[config.mk]
export PLATFORM = sky130hd
export DESIGN_NAME = ym_pcma_sched
export DESIGN_NICKNAME = d
export VERILOG_FILES = /design/src/rtl/ym_pcma_sched.sv
export SDC_FILE = /design/constraint.sdc
export NUM_CORES = 1
export LEC_CHECK = 0
export CAP_MARGIN = 20
export CORE_UTILIZATION = 53
export DETAILED_ROUTE_END_ITERATION = 12
export HOLD_SLACK_MARGIN = 0.12
export PLACE_DENSITY = 0.85
export SYNTH_ARGS = -nofsm -noshare
export SYNTH_HDL_FRONTEND = slang
export SYNTH_SLANG_ARGS = --single-unit
[constraint.sdc]
create_clock -name PHI_M -period 4 [get_ports PHI_M]
set_input_delay 0.8 -clock PHI_M [delete_from_list [all_inputs] [get_ports PHI_M]]
set_output_delay 0.8 -clock PHI_M [all_outputs]
set_load 0.01 [all_outputs]
[src/rtl/ym_pcma_sched.sv]
// PCMA channel scheduler: round-robins six ADPCM channels over SLOT_TICKs,
// fetches sample bytes from ROM and emits one 4-bit nibble per served slot.
module ym_pcma_sched (
  input  logic        PHI_M,
  input  logic        RESET,
  input  logic        SLOT_TICK,
  input  logic [5:0]  KEYON,
  input  logic [5:0]  KEYOFF,
  input  logic [95:0] START,
  input  logic [95:0] STOP,
  input  logic [5:0]  FLAGMASK,
  input  logic [5:0]  FLAG_CLR,
  output logic        ROM_REQ,
  output logic [23:0] ROM_ADDR,
  input  logic        ROM_ACK,
  input  logic [7:0]  ROM_DATA,
  output logic        NIB_VALID,
  output logic [2:0]  NIB_CH,
  output logic [3:0]  NIB_DATA,
  output logic        NIB_FIRST,
  output logic [5:0]  FLAGS,
  output logic        OVERRUN
);

  typedef enum logic [1:0] {IDLE, CHECK, FETCH, EMIT} state_e;

  state_e      state_q, state_d;
  logic [2:0]  ptr_q, ptr_d;
  logic [2:0]  ch_q, ch_d;
  logic        abort_q, abort_d;
  logic [5:0]  active_q, active_d;
  logic [5:0]  nib_sel_q, nib_sel_d;
  logic [5:0]  first_q, first_d;
  logic [5:0]  flags_q, flags_d;
  logic [23:0] addr_q [6];
  logic [23:0] addr_d [6];
  logic [7:0]  buf_q [6];
  logic [7:0]  buf_d [6];
  logic        rom_req_q, rom_req_d;
  logic [23:0] rom_addr_q, rom_addr_d;
  logic        nib_valid_q, nib_valid_d;
  logic [2:0]  nib_ch_q, nib_ch_d;
  logic [3:0]  nib_data_q, nib_data_d;
  logic        nib_first_q, nib_first_d;
  logic        overrun_q, overrun_d;

  logic        key_hit;
  logic [23:0] stop_addr;
  logic [5:0]  flag_set;

  always_comb begin
    // NOTE: every signal gets a default before any branch; a path that leaves
    // one unassigned would infer a latch.
    state_d     = state_q;
    ptr_d       = ptr_q;
    ch_d        = ch_q;
    abort_d     = abort_q;
    active_d    = active_q;
    nib_sel_d   = nib_sel_q;
    first_d     = first_q;
    addr_d      = addr_q;
    buf_d       = buf_q;
    rom_req_d   = 1'b0;
    rom_addr_d  = rom_addr_q;
    nib_valid_d = 1'b0;
    nib_ch_d    = nib_ch_q;
    nib_data_d  = nib_data_q;
    nib_first_d = nib_first_q;
    overrun_d   = SLOT_TICK && (state_q != IDLE);
    flag_set    = '0;
    key_hit     = KEYON[ch_q] | KEYOFF[ch_q];
    stop_addr   = {STOP[{ch_q, 4'b0000} +: 16], 8'hFF};

    case (state_q)
      IDLE: begin
        if (SLOT_TICK) begin
          ch_d    = ptr_q;
          ptr_d   = (ptr_q == 3'd5) ? 3'd0 : ptr_q + 3'd1;
          state_d = CHECK;
        end
      end

      CHECK: begin
        abort_d = 1'b0;
        if (!active_q[ch_q] || key_hit) begin
          state_d = IDLE;
        end else if (!nib_sel_q[ch_q]) begin
          state_d    = FETCH;
          rom_req_d  = 1'b1;
          rom_addr_d = addr_q[ch_q];
        end else begin
          // Low nibble straight from the buffer; stop check happens here.
          state_d     = EMIT;
          nib_valid_d = 1'b1;
          nib_ch_d    = ch_q;
          nib_data_d  = buf_q[ch_q][3:0];
          nib_first_d = first_q[ch_q];
          first_d[ch_q] = 1'b0;
          if (addr_q[ch_q] == stop_addr) begin
            active_d[ch_q] = 1'b0;
            flag_set[ch_q] = ~FLAGMASK[ch_q];
          end else begin
            addr_d[ch_q]    = addr_q[ch_q] + 24'd1;
            nib_sel_d[ch_q] = 1'b0;
          end
        end
      end

      FETCH: begin
        rom_req_d = 1'b1;
        if (key_hit) abort_d = 1'b1;
        if (ROM_ACK) begin
          rom_req_d = 1'b0;
          if (abort_q || key_hit) begin
            state_d = IDLE;
          end else begin
            state_d         = EMIT;
            buf_d[ch_q]     = ROM_DATA;
            nib_valid_d     = 1'b1;
            nib_ch_d        = ch_q;
            nib_data_d      = ROM_DATA[7:4];
            nib_first_d     = first_q[ch_q];
            nib_sel_d[ch_q] = 1'b1;
            first_d[ch_q]   = 1'b0;
          end
        end
      end

      EMIT:    state_d = IDLE;
      default: state_d = IDLE;
    endcase

    flags_d = (flags_q & ~FLAG_CLR) | flag_set;

    // Key events override any slot update; key-off beats key-on.
    for (int i = 0; i < 6; i++) begin
      if (KEYOFF[i]) begin
        active_d[i] = 1'b0;
      end else if (KEYON[i]) begin
        active_d[i]  = 1'b1;
        addr_d[i]    = {START[16*i +: 16], 8'h00};
        nib_sel_d[i] = 1'b0;
        first_d[i]   = 1'b1;
        flags_d[i]   = 1'b0;
      end
    end
  end

  // NOTE: state flops use non-blocking assignments so every register samples
  // pre-edge values regardless of statement order.
  always_ff @(posedge PHI_M) begin
    if (RESET) begin
      state_q     <= IDLE;
      ptr_q       <= 3'd0;
      ch_q        <= 3'd0;
      abort_q     <= 1'b0;
      active_q    <= '0;
      nib_sel_q   <= '0;
      first_q     <= '0;
      flags_q     <= '0;
      rom_req_q   <= 1'b0;
      rom_addr_q  <= '0;
      nib_valid_q <= 1'b0;
      nib_ch_q    <= '0;
      nib_data_q  <= '0;
      nib_first_q <= 1'b0;
      overrun_q   <= 1'b0;
      // NOTE: the per-channel arrays are tiny flop banks, not RAM, so they
      // are reset with everything else for a clean post-reset state.
      for (int i = 0; i < 6; i++) begin
        addr_q[i] <= '0;
        buf_q[i]  <= '0;
      end
    end else begin
      state_q     <= state_d;
      ptr_q       <= ptr_d;
      ch_q        <= ch_d;
      abort_q     <= abort_d;
      active_q    <= active_d;
      nib_sel_q   <= nib_sel_d;
      first_q     <= first_d;
      flags_q     <= flags_d;
      rom_req_q   <= rom_req_d;
      rom_addr_q  <= rom_addr_d;
      nib_valid_q <= nib_valid_d;
      nib_ch_q    <= nib_ch_d;
      nib_data_q  <= nib_data_d;
      nib_first_q <= nib_first_d;
      overrun_q   <= overrun_d;
      for (int i = 0; i < 6; i++) begin
        addr_q[i] <= addr_d[i];
        buf_q[i]  <= buf_d[i];
      end
    end
  end

  assign ROM_REQ   = rom_req_q;
  assign ROM_ADDR  = rom_addr_q;
  assign NIB_VALID = nib_valid_q;
  assign NIB_CH    = nib_ch_q;
  assign NIB_DATA  = nib_data_q;
  assign NIB_FIRST = nib_first_q;
  assign FLAGS     = flags_q;
  assign OVERRUN   = overrun_q;

endmodule

---- Word level (Yosys, flattened, before mapping) ----
Cells that the tools add are included.
storage, ports and cells
  word-level logic and storage cells ...... 252
  input bits .............................. 228
  output and inout port bits .............. 41
  register bits ........................... 260
operators by class
  equal/unequal tests ..................... 17
  shift-type cells ........................ 1
  order comparisons ....................... 4
  $add $sub $neg .......................... 2
  reduce and logical (&&, ||, !) cells .... 45
  bitwise gates (word level) .............. 15
  multiplexer cells ....................... 136
operators by type and width
  kind                                                              count
  144-bit 2-to-1 mux                                                4
  24-bit 2-to-1 mux                                                 15
  144-bit bitwise mux                                               1
  6-bit 2-to-1 mux                                                  17
  96-bit by 8-bit variable part select with 16-bit output           1
  24-bit binary-select mux with 3-bit select                        1
  24-bit demux with 3-bit select                                    1
  1-bit 2-to-1 mux                                                  62
  48-bit bitwise mux                                                1
  2-bit nonzero test                                                20
  6-bit bitwise AND                                                 5
  24-bit by 1-bit adder with 24-bit output (second input constant)  1
  8-bit binary-select mux with 3-bit select                         1
  8-bit demux with 3-bit select                                     1
  24-bit == test                                                    1
  4-bit 2-to-1 mux                                                  6
  2-bit != test (second input constant)                             12
  6-bit case mux with 2 select lines                                2
  4-bit AND reduction                                               6
  1-bit binary-select mux with 3-bit select                         6
  3-bit 2-to-1 mux                                                  5
  6-bit NOT                                                         2
  6-bit bitwise OR                                                  2
  2-bit OR reduction                                                6
  25 further kinds                                                  41

---- Longest topological paths before layout ----
  word-level depth ........................ 12
  depth in mapped cells ................... 18
  gate-level depth less buffers ........... 11

---- Worst setup path after synthesis ----
Ideal clock, no wire load.
  path kind ............................... input-to-reg
  start point ............................. input port STOP[81]
  end point ............................... register addr_q[100] in the netlist's numbering
  slack ................................... 0.671 ns
  arrival time ............................ 3.201 ns
  path buffers ............................ 2
  library setup time ...................... 0.128 ns
  required time ........................... 3.872 ns
  stages on the path ...................... 11
  cell sequence ........................... mux2_1 a21oi_1 o211ai_2 xnor2_1 or4b_1 or4_4 o21bai_2 buf_6 buf_6 mux2i_1 nor2_1
on the way
  cells in the longest elaborated chain, start to end .. 8
RTL lines
  item                                                         RTL line  source
  start: declaration                                           10        input logic [95:0] STOP,
  96-bit by 8-bit variable part select with 16-bit output (*)  72        stop_addr = {STOP[{ch_q, 4'b0000} +: 16], 8'hFF};
  24-bit == test (*)                                           99        if (addr_q[ch_q] == stop_addr) begin
  144-bit 2-to-1 mux (*)                                       99
  144-bit 2-to-1 mux (*)                                       87        end else if (!nib_sel_q[ch_q]) begin
  144-bit 2-to-1 mux (*)                                       85        if (!active_q[ch_q] || key_hit) begin
  144-bit 2-to-1 mux (*)                                       74        case (state_q)
  24-bit 2-to-1 mux                                            139       end else if (KEYON[i]) begin
  24-bit 2-to-1 mux (*)                                        137       if (KEYOFF[i]) begin
  end signal: indexed assignment                               191       addr_q[i] <= addr_d[i];
  end: declaration                                             35        logic [23:0] addr_q [6];
Every way passes the cells marked *; elsewhere a longest branch is shown, timed or not.
A chain may end at the register's enable or synchronous reset.

---- Worst setup path in the final report ----
  start point ............................. register ch_q[2]
  end point ............................... register flags_q[4] (netlist: FLAGS[4])
on the way
  cells in the longest elaborated chain, start to end .. 12
  elaborated cells between the ends (all ways) .. 33
  classes of those cells .................. order compare: 2; eq/ne: 1; shift: 1; mux: 21; bitwise: 5; reduce/logical: 3
RTL lines
  item                                                                                                             RTL line  source
  start: declaration                                                                                               29        logic [2:0] ch_q, ch_d;
  start signal: assignment                                                                                         177       ch_q <= ch_d;
  parallel branches: the longest is 7 deep, another holds 96-bit by 8-bit variable part select with 16-bit output  n/a
  6-bit 2-to-1 mux (*)                                                                                             85
  6-bit 2-to-1 mux (*)                                                                                             74
  6-bit bitwise OR (*)                                                                                             133       flags_d = (flags_q & ~FLAG_CLR) | flag_set;
  1-bit 2-to-1 mux                                                                                                 139
  1-bit 2-to-1 mux (*)                                                                                             137
  end signal: assignment                                                                                           182       flags_q <= flags_d;
  end: declaration                                                                                                 34        logic [5:0] flags_q, flags_d;
Every way passes the cells marked *. The select of a mux whose other input is x is not followed.

==> reports/qor.csv <==
stage;metric;value;unit
run_status;outcome;complete, no violations;
grt;first_global_vias;13666;
clock_tree;cts_max_path_buffers;3;
floorplan;floorplan.die.height;161;um
critical_path;worst_path_max_delay_cell;sky130_fd_sc_hd__or4_4;
critical_path;critPathKind;reg -> reg;
logic_synthesis;syn_avg_cell_area;8.56;sq um
finish;layout-drive-gt1-share;0.121;
routing;routedWlPerCell;23.5;um
logic_synthesis;synth-edff-count;0;
placement;post-place-ws;-19.6;ps
clock_tree;worstSkewPairLatency;540;ps
grt;antenna_violations_before_repair;0;
logic_synthesis;synth_compound_gate_area_share;0.202;
clock_tree;cts_buffers;25;
floorplan;initial_core_util;0.546;
timing;setup_slack;211;ps
routing;vias;14022;
logic_synthesis;synth_xor_xnor_area_share;0.0254;
critical_path;critPathBufInv;2;
clock_tree;cts-root-buf;sky130_fd_sc_hd__clkbuf_16;
pwr;power.ir.vdd_worst;301;uV
critical_path;r2r_cells;9;
clock_tree;postCtsHoldBufs;0;
timing;final-setup-viol-count;0;
finish;nets;2058;
timing;max_slew.worst_pin.slew;820;ps
critical_path;crit_path_max_fanout;16;
clock_tree;htree_levels;1;
routing;detail_route.drc_violations;0;
critical_path;worstPathRequired;4430;ps
critical_path;crit-reg2reg-launch;ch_q[2];
floorplan;die_w;161;um
pwr;power.density;336;nW/um^2
routing;drt_pass1_iterations;6;
critical_path;reg2reg_slack;210;ps
logic_synthesis;synth_mux_area_frac;0.138;
critical_path;worstSetupStartpointType;flip-flop;
routing;antenna_nets_post_route;0;
logic_synthesis;share_of_synthesized_cell_area_in_and_or_nand_and_nor_gates;0.222;
timing;hold_viol;0;
routing;dr.first_iter.drc_count;1523;
grt;globalRouteTotalUtil;0.379;
logic_synthesis;postSynth.topFlopCell;sky130_fd_sc_hd__dfxtp_1;
critical_path;timing.critical_path.max_delay_family;compound AO/OA/AOI/OAI gates;
timing;final_max_slew_viol_count;0;
timing;worst_slew_margin_rel;0.453;
finish;n_fill_cell;1912;
routing;via_per_inst;6.46;
grt;gr-total-overflow;0;
critical_path;worst-path-stages;9;
clock_tree;cts_tree;yes;
pwr;cellLeakagePower;6.46;nW
logic_synthesis;synthCells;1568;
logic_synthesis;synth_cell_type_count;88;
timing;timing.fmax;264;MHz
placement;gpl.final_weighted_congestion;0.974;
placement;dp.final_hpwl;36.6;mm
logic_synthesis;share_of_the_yosys_chip_area_belonging_to_registers;0.352;
floorplan;core_area;24600;sq um
grt;grt_first_pass_wirelength;76.7;mm
placement;buffer_ports.inserted;268;
critical_path;worstSetupStartpoint;ch_q[2];
timing;finalCriticalPeriod;3790;ps
logic_synthesis;dominant_combinational_cell_family_by_area_after_synthesis;simple AND/OR/NAND/NOR gates;
clock_tree;cts_sinks;236;
timing;totalNegativeSetupSlack;0;ps
run;drv.max_cap_violation_count;0;
finish;synthToLayoutAreaGrowth;30.9;%
logic_synthesis;synth.net_count;1800;
clock_tree;clkTransAtPathRegs;60;ps
floorplan;dieArea;26000;sq um
critical_path;max_stage_delay;670;ps
grt;pin_count_of_the_biggest_net_entering_global_routing;121;
critical_path;worstPathCellList;inv_1 > buf_4 > a222oi_1 > xnor2_1 > nand2_1 > or4_4 > nor2_4 > o211ai_1 > o31ai_1;
critical_path;critPathCapture;FLAGS[4];
floorplan;io_pins;269;
critical_path;critical_path.reg2reg.endpoint;FLAGS[4];
logic_synthesis;postSynthRegisterBits;236;
critical_path;setup.worst_path.end_class;flip-flop;
worst_hold_path;hold_path.class;reg -> reg;
floorplan;standard_cell_row_count;57;
logic_synthesis;synthesized_area_fraction_occupied_by_adder_cells;0.00373;
finish;diodes;0;
timing;share_of_the_clock_period_used_by_the_worst_path;0.947;
logic_synthesis;ys_warn_count;0;
timing;skew;15.2;ps
routing;wl;50.9;mm
timing;unrepaired_setup_endpoints_after_global_routing;no;
logic_synthesis;async_reset_ff_frac;0;
critical_path;critPathArrivalTime;4220;ps
logic_synthesis;synth.cell_area;13400;sq um
==> tightest hold or removal path: stages (launching register included) <==
cell and delay (ps):
sky130_fd_sc_hd__dfxtp_1 310, sky130_fd_sc_hd__nand2_1 50, sky130_fd_sc_hd__a21oi_1 50
==> sequential cells by signal, summed over array words and instances, names as in the netlist <==
register / cells
FLAGS: 6
NIB_CH: 3
NIB_DATA: 4
NIB_FIRST: 1
NIB_VALID: 1
OVERRUN: 1
ROM_ADDR: 24
ROM_REQ: 1
abort_q: 1
active_q: 6
addr_q: 144
buf_q: 24
ch_q: 3
first_q: 6
nib_sel_q: 6
ptr_q: 3
state_q: 2
==> timing repair <==
action	CTS	global route
gates resized for setup	0	2
buffers inserted	0	2
hold endpoints to repair	0	0
setup endpoints to repair	0	36
==> stage by stage <==
step | cells | total power, W | instance area (sq um) | hold slack (ps) | util
floorplan | 1568 | 0.00296 | 13400 | 428 | -
global placement | 2121 | 0.00343 | 16700 | 437 | 0.677
detailed placement | 2121 | 0.00345 | 16700 | 449 | 0.677
CTS | 2167 | 0.00588 | 17500 | 456 | 0.712
global route | 2169 | 0.00606 | 17600 | 469 | 0.714
finish | 2169 | 0.00591 | 17600 | 455 | 0.714
==> cells in the mapped netlist (7+ instances only) <==
master	n	area (sq um)
sky130_fd_sc_hd__dfxtp_1	236	4720
sky130_fd_sc_hd__nor2_1	210	788
sky130_fd_sc_hd__nand2_1	150	563
sky130_fd_sc_hd__mux2i_1	142	1420
sky130_fd_sc_hd__a21oi_1	87	435
sky130_fd_sc_hd__clkbuf_1	72	270
sky130_fd_sc_hd__a211oi_1	59	443
sky130_fd_sc_hd__nand3_1	41	205
sky130_fd_sc_hd__nand3b_1	40	300
sky130_fd_sc_hd__o21ai_0	33	165
sky130_fd_sc_hd__nand4b_1	26	228
sky130_fd_sc_hd__buf_2	24	120
sky130_fd_sc_hd__nand2b_1	24	150
sky130_fd_sc_hd__a311oi_1	21	184
sky130_fd_sc_hd__xor2_1	21	184
sky130_fd_sc_hd__buf_6	19	214
sky130_fd_sc_hd__mux2_2	19	214
sky130_fd_sc_hd__nor3_1	19	95.1
sky130_fd_sc_hd__o211ai_1	18	135
sky130_fd_sc_hd__xnor2_1	18	158
sky130_fd_sc_hd__buf_4	14	105
sky130_fd_sc_hd__nor2b_1	14	87.6
sky130_fd_sc_hd__a22oi_1	12	90.1
sky130_fd_sc_hd__o22ai_1	12	75.1
sky130_fd_sc_hd__and2_1	11	68.8
sky130_fd_sc_hd__nor3b_1	11	82.6
sky130_fd_sc_hd__o31ai_1	11	82.6
sky130_fd_sc_hd__o311ai_1	10	87.6
sky130_fd_sc_hd__mux2_1	9	101
sky130_fd_sc_hd__inv_1	8	30.0
sky130_fd_sc_hd__nand4_1	8	50.1
sky130_fd_sc_hd__o221ai_1	8	70.1
sky130_fd_sc_hd__o2bb2ai_1	8	70.1
sky130_fd_sc_hd__a221oi_1	7	61.3
==> per-layer routing <==
layer  up-vias  share of wire  track usage  routed length (um)
met3       215           0.12       0.0673                6050
li1       6257              -            -                   -
met1      6566           0.37        0.480               19000
met2       984           0.45        0.610               22700
met4         0          0.063        0.209                3200
met5         -              0            0                   0
==> cell usage in the layout (no fill, tap or decap), types with 7 or more instances in the layout <==
master	instances
sky130_fd_sc_hd__nand4_1	8
sky130_fd_sc_hd__o31ai_1	11
sky130_fd_sc_hd__nand3b_1	40
sky130_fd_sc_hd__clkbuf_16	25
sky130_fd_sc_hd__and2_1	11
sky130_fd_sc_hd__o22ai_1	12
sky130_fd_sc_hd__nor3b_1	11
sky130_fd_sc_hd__nand2b_1	24
sky130_fd_sc_hd__nor2b_1	12
sky130_fd_sc_hd__nand3_1	41
sky130_fd_sc_hd__a211oi_1	59
sky130_fd_sc_hd__a22oi_1	12
sky130_fd_sc_hd__a221oi_1	7
sky130_fd_sc_hd__nand2_1	150
sky130_fd_sc_hd__xnor2_1	18
sky130_fd_sc_hd__nor3_1	19
sky130_fd_sc_hd__dfxtp_1	233
sky130_fd_sc_hd__buf_12	12
sky130_fd_sc_hd__mux2_2	19
sky130_fd_sc_hd__mux2i_1	141
sky130_fd_sc_hd__xor2_1	20
sky130_fd_sc_hd__nor2_1	210
sky130_fd_sc_hd__o311ai_1	10
sky130_fd_sc_hd__nand4b_1	26
sky130_fd_sc_hd__mux2_1	9
sky130_fd_sc_hd__buf_4	86
sky130_fd_sc_hd__a311oi_1	21
sky130_fd_sc_hd__o21ai_0	33
sky130_fd_sc_hd__clkdlybuf4s50_1	267
sky130_fd_sc_hd__inv_1	8
sky130_fd_sc_hd__a21oi_1	87
sky130_fd_sc_hd__o221ai_1	8
sky130_fd_sc_hd__o2bb2ai_1	8
sky130_fd_sc_hd__o211ai_1	18
==> area by class of cell <==
type                    instances  area, sq um  area share
well taps                     324          405      0.0231
flip-flops and latches        236         4740       0.269
repair buffers                366         3590       0.204
clock inverters                15          185      0.0105
clock buffers                  31          678      0.0386
inverters                      11         41.3     0.00235
multi-input cells            1186         7950       0.452
==> power breakdown <==
part	switching [W]	leakage (nW)	internal, W
Combinational	0.000506	4.12	0.000460
Clock	0.00100	0.420	0.00146
Sequential	0.0000527	1.92	0.00242
Total	0.00156	6.46	0.00434
==> cells by family after synthesis <==
kind of cell | Yosys count
adder cells (fa/ha/maj) | 4
AO/OA/AOI/OAI | 374
multiplexers | 175
flip-flops | 236
XOR/XNOR | 39
AND/OR/NAND/NOR | 594
buffers and inverters | 146
==> how the worst min path moves through the flow <==
stage	start	to	slack [ps]	depth (start not counted)
final	addr_q[29]	addr_q[29]	450	2
after global placement	addr_q[0]	addr_q[0]	440	2
after detailed placement	addr_q[30]	addr_q[30]	450	2
after floorplan	addr_q[24]	addr_q[24]	430	2
after global routing	buf_q[18]	buf_q[18]	470	2
after CTS	addr_q[30]	addr_q[30]	460	2
No activity file was read; power rests on OpenSTA's default activity.
